$ cat src/rtl/psram_resp.sv
// PSRAM device-side responder: oversampled DDR byte bus into a small memory.
// Pad inputs are synchronized together, then decoded by a single state machine.
module psram_resp #(
  parameter int MEM_DEPTH  = 64,
  parameter int SYNC_STAGE = 2
) (
  input  logic       clk_i,
  input  logic       rst_i,
  input  logic [7:0] cfg_wcmd_i,
  input  logic [7:0] cfg_rcmd_i,
  input  logic [7:0] cfg_wlc_i,
  input  logic [7:0] cfg_rlc_i,
  input  logic       psram_sck_i,
  input  logic       psram_ce_i,
  input  logic [7:0] psram_io_in_i,
  output logic [7:0] psram_io_out_o,
  output logic       psram_io_en_o,
  input  logic       psram_dqs_in_i,
  output logic       psram_dqs_out_o,
  output logic       psram_dqs_en_o,
  output logic       busy_o,
  output logic       err_o
);

  localparam int AW = $clog2(MEM_DEPTH);

  typedef enum logic [2:0] {
    S_IDLE, S_INST, S_ADDR, S_LATN,
    S_WDATA, S_RDATA, S_DROP
  } state_t;

  logic [10:0]   r_sync [SYNC_STAGE];
  logic          r_sck_d;
  state_t        r_state;
  logic          r_armed;
  logic          r_rd;
  logic [1:0]    r_cnt;
  logic [7:0]    r_lat;
  logic [AW-1:0] r_idx;
  logic [7:0]    r_io_out;
  logic          r_io_en;
  logic          r_dqs_out;
  logic          r_dqs_en;
  logic          r_err;
  logic [7:0]    r_mem [MEM_DEPTH];

  logic [10:0]   w_pad;
  logic [10:0]   w_last;
  logic          w_sck;
  logic          w_ce;
  logic          w_dqs;
  logic [7:0]    w_io;
  logic          w_re;
  logic          w_fe;
  logic          w_astep;
  logic [7:0]    w_lat_sel;
  logic          w_go_data;
  logic [AW-1:0] w_ent_idx;
  logic [AW-1:0] w_idx_inc;

  assign w_pad  = {psram_sck_i, psram_ce_i,
                   psram_dqs_in_i, psram_io_in_i};
  assign w_last = r_sync[SYNC_STAGE-1];
  assign w_sck  = w_last[10];
  assign w_ce   = w_last[9];
  assign w_dqs  = w_last[8];
  assign w_io   = w_last[7:0];
  assign w_re   = w_sck & ~r_sck_d;
  assign w_fe   = ~w_sck & r_sck_d;

  // Address bytes alternate edges: re, fe, re, fe.
  assign w_astep   = r_cnt[0] ? w_fe : w_re;
  assign w_lat_sel = r_rd ? cfg_rlc_i : cfg_wlc_i;
  assign w_idx_inc = r_idx + 1'b1;
  // Only the last address byte reaches the index bits.
  assign w_ent_idx = (r_state == S_ADDR) ?
                     w_io[AW-1:0] : r_idx;
  assign w_go_data =
    ((r_state == S_ADDR) && w_astep &&
     (r_cnt == 2'd3) && (w_lat_sel == 8'd0)) ||
    ((r_state == S_LATN) && w_re && (r_lat == 8'd1));

  always_ff @(posedge clk_i or posedge rst_i) begin
    if (rst_i) begin
      for (int i = 0; i < SYNC_STAGE; i++)
        r_sync[i] <= '0;
      r_sck_d <= 1'b0;
    end else begin
      r_sync[0] <= w_pad;
      for (int i = 1; i < SYNC_STAGE; i++)
        r_sync[i] <= r_sync[i-1];
      r_sck_d <= w_sck;
    end
  end

  always_ff @(posedge clk_i or posedge rst_i) begin
    if (rst_i) begin
      r_state   <= S_IDLE;
      r_armed   <= 1'b0;
      r_rd      <= 1'b0;
      r_cnt     <= '0;
      r_lat     <= '0;
      r_idx     <= '0;
      r_io_out  <= '0;
      r_io_en   <= 1'b0;
      r_dqs_out <= 1'b0;
      r_dqs_en  <= 1'b0;
      r_err     <= 1'b0;
      for (int i = 0; i < MEM_DEPTH; i++)
        r_mem[i] <= '0;
    end else begin
      r_err <= 1'b0;
      if (w_ce) begin
        r_armed   <= 1'b1;
        r_state   <= S_IDLE;
        r_cnt     <= '0;
        r_io_out  <= '0;
        r_io_en   <= 1'b0;
        r_dqs_out <= 1'b0;
        r_dqs_en  <= 1'b0;
      end else begin
        unique case (r_state)
          S_IDLE:
            if (r_armed) r_state <= S_INST;
          S_INST:
            if (w_re) begin
              r_cnt <= '0;
              if (w_io == cfg_rcmd_i) begin
                r_rd    <= 1'b1;
                r_state <= S_ADDR;
              end else if (w_io == cfg_wcmd_i) begin
                r_rd    <= 1'b0;
                r_state <= S_ADDR;
              end else begin
                r_err   <= 1'b1;
                r_state <= S_DROP;
              end
            end
          S_ADDR:
            if (w_astep) begin
              r_cnt <= r_cnt + 2'd1;
              if (r_cnt == 2'd3) begin
                r_idx   <= w_io[AW-1:0];
                r_lat   <= w_lat_sel;
                r_state <= S_LATN;
              end
            end
          S_LATN:
            if (w_re) r_lat <= r_lat - 8'd1;
          S_WDATA:
            if (w_re | w_fe) begin
              if (!w_dqs) r_mem[r_idx] <= w_io;
              r_idx <= w_idx_inc;
            end
          S_RDATA:
            if (w_re | w_fe) begin
              r_idx     <= w_idx_inc;
              r_io_out  <= r_mem[w_idx_inc];
              r_dqs_out <= ~r_dqs_out;
            end
          S_DROP: ;
          default: r_state <= S_IDLE;
        endcase
        if (w_go_data) begin
          if (r_rd) begin
            r_state   <= S_RDATA;
            r_io_en   <= 1'b1;
            r_dqs_en  <= 1'b1;
            r_dqs_out <= 1'b0;
            r_io_out  <= r_mem[w_ent_idx];
          end else begin
            r_state <= S_WDATA;
          end
        end
      end
    end
  end

  assign psram_io_out_o  = r_io_out;
  assign psram_io_en_o   = r_io_en;
  assign psram_dqs_out_o = r_dqs_out;
  assign psram_dqs_en_o  = r_dqs_en;
  assign busy_o          = (r_state != S_IDLE);
  assign err_o           = r_err;

endmodule

$ cat config.mk
export PLATFORM = sky130hd
export DESIGN_NAME = psram_resp
export DESIGN_NICKNAME = d
export VERILOG_FILES = /design/src/rtl/psram_resp.sv
export SDC_FILE = /design/constraint.sdc
export NUM_CORES = 2
export LEC_CHECK = 0
export CAP_MARGIN = 40
export CORE_ASPECT_RATIO = 1.25
export CORE_MARGIN = 2
export CORE_UTILIZATION = 45
export DETAILED_ROUTE_END_ITERATION = 12
export PLACE_DENSITY = 0.7
export SKIP_CTS_REPAIR_TIMING = 1
export SLEW_MARGIN = 20
export SYNTH_ARGS = -nofsm -noshare
export SYNTH_HDL_FRONTEND = slang
export SYNTH_SLANG_ARGS = --single-unit
$ cat constraint.sdc
create_clock -name clk_i -period 24.1 [get_ports clk_i]
set_clock_uncertainty 0.15 [all_clocks]
set_input_delay 4.82 -clock clk_i [delete_from_list [all_inputs] [get_ports clk_i]]
set_output_delay 4.82 -clock clk_i [all_outputs]
set_load 0.01 [all_outputs]
# [Yosys cells after proc, flatten, opt, wreduce, memory -nomap -nowiden]
# Index checks and enable logic that the tools add are counted.
[classes] n_addsub=3 n_mul=0 div=0 order_cmp=4 n_eq_ne=21 shift=0 mux=54 bitwise_logic=11 reduce_logical=25
[ops] op="$bwmux 512" count=1
[ops] op="$mux 8" count=14
[ops] op="$bmux 8 s6" count=2
[ops] op="$demux 8 s6" count=1
[ops] op="$mux 3" count=8
[ops] op="$mux 6" count=4
[ops] op="$ge 7x7->1 const B" count=3
[ops] op="$not 6->7" count=3
[ops] op="$mux 1" count=17
[ops] op="$eq 8x8->1" count=2
[ops] op="$pmux 8 s2" count=1
[ops] op="$reduce_and 5->1" count=3
[ops] op="$ne 4x4->1 const B" count=3
[ops] op="$pmux 3 s4" count=1
[ops] op="$pmux 6 s2" count=1
[ops] op="$reduce_bool 2->1" count=5
[ops] op="$eq 3x3->1 const B" count=3
[ops] op="$eq 8x1->1 const B" count=1
[ops] op="$logic_not 8->1" count=1
[ops] op="$reduce_and 4->1" count=2
[ops] op="$sub 8x1->8 const B" count=1
[ops] op="$lt 7x1->1 const B" count=1
[ops] op="$add 6x1->6 const B" count=1
[ops] op="$eq 3x2->1 const B" count=2
[ops] op="other kinds (21)" count=37
[totals] regBits=567 latchBits=0 mem_bits_rw=0 romBits=0 in_bits=45 out_inout_bits=13 elab_cells=195 n_memories=0

# [Depth between registers and ports, before layout]
[depth] depth_word=10 depth_mapped=12 mapped_depth_nobuf=10

# [Worst setup path before layout]
# OpenSTA, ideal clock, no wires.
[synth_path] path_kind="input to register" start="in cfg_wlc_i[5]" end="reg r_io_out[5] (netlist: psram_io_out_o[5])" setup_ps=130 t_arrival_ps=6765 required_ps=23820 setup_slack_ps=17055 stages=7 n_path_buf=0 path_cell_list="or4_1 o22ai_1 and4_1 a21oi_1 or4_1 a2111oi_2 a21oi_1"
[synth_between] elab_chain_len=6
[synth_lines] item="from (decl)" line="11" rtl="input logic [7:0] cfg_wlc_i,"
[synth_lines] item="$mux 8" line="73" rtl="assign w_lat_sel = r_rd ? cfg_rlc_i : cfg_wlc_i;"
[synth_lines] item="$logic_not 8->1" line="80" rtl="(r_cnt == 2'd3) && (w_lat_sel == 8'd0)) ||"
[synth_lines] item="$logic_and 1x1->1" line="80"
[synth_lines] item="$logic_or 1x1->1" line="80"
[synth_lines] item="$mux 8" line="164" rtl="if (w_go_data) begin"
[synth_lines] item="$mux 8" line="113" rtl="if (w_ce) begin"
[synth_lines] item="to (signal assigned)" line="158" rtl="r_io_out <= r_mem[w_idx_inc];"
[synth_lines] item="to (signal assigned)" line="170" rtl="r_io_out <= r_mem[w_ent_idx];"
[synth_lines] item="to (decl)" line="40" rtl="logic [7:0] r_io_out;"
# No other way between the ends.
# A chain may end at the register's enable or synchronous reset.

# [Worst setup path in the final report]
[layout_path] start="in cfg_rlc_i[5]" end="reg r_io_out[5] (netlist: psram_io_out_o[5])"
[layout_between] elab_chain_len=6
[layout_lines] item="from (decl)" line="12" rtl="input logic [7:0] cfg_rlc_i,"
[layout_lines] item="$mux 8" line="73"
[layout_lines] item="$logic_not 8->1" line="80"
[layout_lines] item="$logic_and 1x1->1" line="80"
[layout_lines] item="$logic_or 1x1->1" line="80"
[layout_lines] item="$mux 8" line="164"
[layout_lines] item="$mux 8" line="113"
# No other way between the ends.

==> impl_results.md <==
- Most frequent cells in the layout: 581 x nand2_1, 558 x dfrtp_1, 514 x mux2_2
- CP cell instances: clkdlybuf4s50_1 -> or4b_1 -> o22ai_1 -> and4_1 -> a21oi_1 -> buf_4 -> or4_1 -> a2111oi_2 -> a21oi_1
- Post-synthesis net count: between 2,000 and 3,000
- Worst-path clk slew: 0.07 ns
- Max-Cap Viols: 0
- Post-synth EDFFs: 0
- Startpoint of the worst hold path: r_sync[18]$_DFF_PP0_
- Critical Path Most Common Cell: a21oi_1
- Slew headroom: 0.2800
- Synth area leaders: dfrtp_1 46%, mux2_2 19%, mux4_2 10%
- Total CTS buffers: 56
- Arrival time worst endpoint: 7.85 ns
- Total gr overflow: 0
- Critical Path RT: 24.49 ns
- Min-Delay Path Class: reg2reg
- Worst vdd ir: around 0.00011 V
- Min cycle time layout: roughly 7.5 ns
- WHS Path Cells: 0
- Distinct cells, synth: slightly above 60
- Largest family of logic cells by synthesized area: multiplexers
- DRC: 0
- Clk buf depth: 3
- Final hold vios: 0
- Async SR Flop Fraction: 1.000
- Clk root buf: clkbuf_16
- Critical path's top delay family: simple AND/OR/NAND/NOR gates
- RSZ-0062 raised after global routing: false
- Worst-Margin Slew: roughly 1.1 ns
- Leak: around 0.015 uW
- Fin Setup TNS: 0 ns
- Die height: 297.2 um
- CTS tree: yes
- Hold slack: a little over 0.2 ns
- Max incr delay on CP: approximately 0.56 ns
- Reg2reg end: psram_io_out_o[0]$_DFF_PP0_
- Gr usage total: 0.2741
- Post-synthesis simple-gate area fraction: 0.1441
- CP max FO: 6
- Vias: 23,762
- Initial antenna violation count: 0
- Initial core utilization: 0.4541
- Power Density: roughly 85 nW/um^2
- Register-to-Register Path Depth: 10
- Final period utilization: 0.3097
- Antenna viol nets, final: 0
- Die X: ~240 um
- Total length of routed wires: a little under 100 mm
- CP endpoint kind: flop
- # IOs: 58
- Placement Setup Slack: around 16 ns
- Worst path slowest cell: or4_1
- Via density: roughly 6.5
- I/O Buffers: 57
- Sequential share of the synthesized area: 0.4585
- Placed cells: roughly 3,500
- Max-slew violation count: 0
- Top FF cell, synth: dfrtp_1
- Clk_lat worst skew: 0.65 ns
- Post-synthesis mux area share: 0.3152
- Core Area: 68,140 sq um
- Post-synth top area share: 0.4585
- Kind of critical path: in2reg
- Post-synthesis register bit count: approximately 570
- DPL Wire Length: around 64 mm
- Post-Synth Adder-Cell Area: 0.002426
- Share of cells above drive strength 1: 0.3089
- Worst setup SP type: primary input
- Synthesized area: a little over 30,000 sq um
- Post-Syn Instances: about 2,800
- Final GP Congestion: 0.9478
- RR Startpoint: r_idx[0]$_DFFE_PP0P_
- Final setup viols: 0
- WL/cell: around 27 um
- Synth Area in Compound Gates: 0.04351
- Leading area contributor after synthesis: dfrtp_1
- Worst Hold End: w_last[7]$_DFF_PP0_
- Synth-to-Final Area Change: 11.69%
- Status: complete, no violations
- Achievable frequency: between 100 and 150 MHz
- Syn avg cell area: 11.18 sq um
- Non-filler cells, final: about 3,700
- Pre-antenna DRT Iters: 6
- Yosys warns: 0
- Largest net degree at the start of global routing: 183
- Fill cell count: about 5,800
- Std cell rows: 107
- H-tree depth: 2
- Die ar.: around 70,000 sq um
- Xor/xnor cell area share of the yosys netlist: 0.005378
- Ant. Diodes: 0
- R2R Setup Slk: approximately 19 ns
- Crit path buffers/inverters: 2
- Clock sink count: around 570
- Initial detailed-routing violation count: roughly 2,800
- Nets: around 2,800
- Design Power: 2925 uW
- Most common cell after layout, fill and taps aside: nand2_1
- Vias in the first global route: ~24,000
- First-pass GRT wire length: between 100 and 150 mm
- Setup ws final: 16.64 ns
-- logic make-up (layout without fill, tap and decap cells) --
| group | Yosys count | after routing |
|---|---|---|
| AO/OA/AOI/OAI | 211 | 211 |
| XOR/XNOR | 19 | 19 |
| adder cells (fa/ha/maj) | 6 | 6 |
| buffers and inverters | 224 | 237 |
| flip-flops | 567 | 567 |
| multiplexers | 729 | 729 |
| AND/OR/NAND/NOR | 1012 | 1012 |
-- worst register-to-register path, stage by stage, from the launching register on --
cell     delay, ns
dfrtp_4       0.80
buf_4         0.74
ha_4          0.60
buf_4         0.75
mux4_2        0.39
nand2_1       0.06
a31oi_1       0.61
nand4_1       0.35
a21oi_1       0.21
a31oi_1       0.05
o21ai_0       0.08
-- worst max path at each step --
stage,start,endpoint,slack [ns],cells after the start
detailed placement,rst_i,r_mem[287]$_DFFE_PP0P_,15.61,6
finish,cfg_rlc_i[5],psram_io_out_o[5]$_DFF_PP0_,16.64,9
global route,rst_i,r_mem[456]$_DFFE_PP0P_,16.24,7
CTS,rst_i,r_mem[443]$_DFFE_PP0P_,16.27,6
global placement,rst_i,r_mem[375]$_DFFE_PP0P_,15.26,5
floorplan,rst_i,err_o$_DFF_PP0_,3.27,1
-- cell type report --
cell class,instances,area [sq um],area share
Tap cell,872,1091,0.03157
Sequential cell,567,14200,0.4109
Clock inverter,26,395.4,0.01144
Clock buffer,79,1598,0.04623
Timing Repair Buffer,124,1338,0.03870
Inverter,8,37.54,0.001086
Multi-Input combinational cell,1977,15900,0.4601
-- metal layers --
metal	up-vias	GRT usage	share of wire
li1	9972	-	-
met5	-	0	0
met4	0	0.1714	0.072
met3	377	0.05995	0.085
met1	12136	0.3336	0.37
met2	1277	0.4430	0.48
-- power breakdown --
part	internal (uW)	switching, uW
clock	560	397
combinational	282	681
sequential	965	40.4
-- synth_stat cells (4+ instances only) --
cell type,number
or3_1,4
o21ai_0,41
nand3_1,243
mux4_2,144
dfrtp_1,567
nor2_1,54
nor3b_1,6
mux2i_1,67
buf_4,12
nor2b_1,6
nor4_1,12
inv_1,8
and2_1,5
o22ai_1,15
nand4_1,22
nand3b_1,7
a31oi_1,46
nor2_2,8
a21oi_1,51
nand2b_1,13
o221ai_1,10
nor3_1,25
nand2_1,581
buf_2,38
ha_1,6
a32oi_1,15
and3_1,9
buf_1,13
clkbuf_1,150
mux2_2,516
xor2_1,17
-- sequential cells by signal, summed over array words and instances, names as in the netlist --
signal,count
err_o,1
psram_dqs_en_o,1
psram_dqs_out_o,1
psram_io_out_o,8
r_armed,1
r_cnt,2
r_idx,6
r_lat,8
r_mem,512
r_rd,1
r_sck_d,1
r_state,3
r_sync,11
w_last,11
-- stage by stage --
| step | util | cell area, sq um |
|---|---|---|
| after floorplan | - | 30940 |
| after global placement | 0.4710 | 32100 |
| after detailed placement | 0.4760 | 32440 |
| after CTS | 0.5052 | 34430 |
| after global routing | 0.5072 | 34560 |
| final | 0.5072 | 34560 |
(Power assumes the default switching activity.)
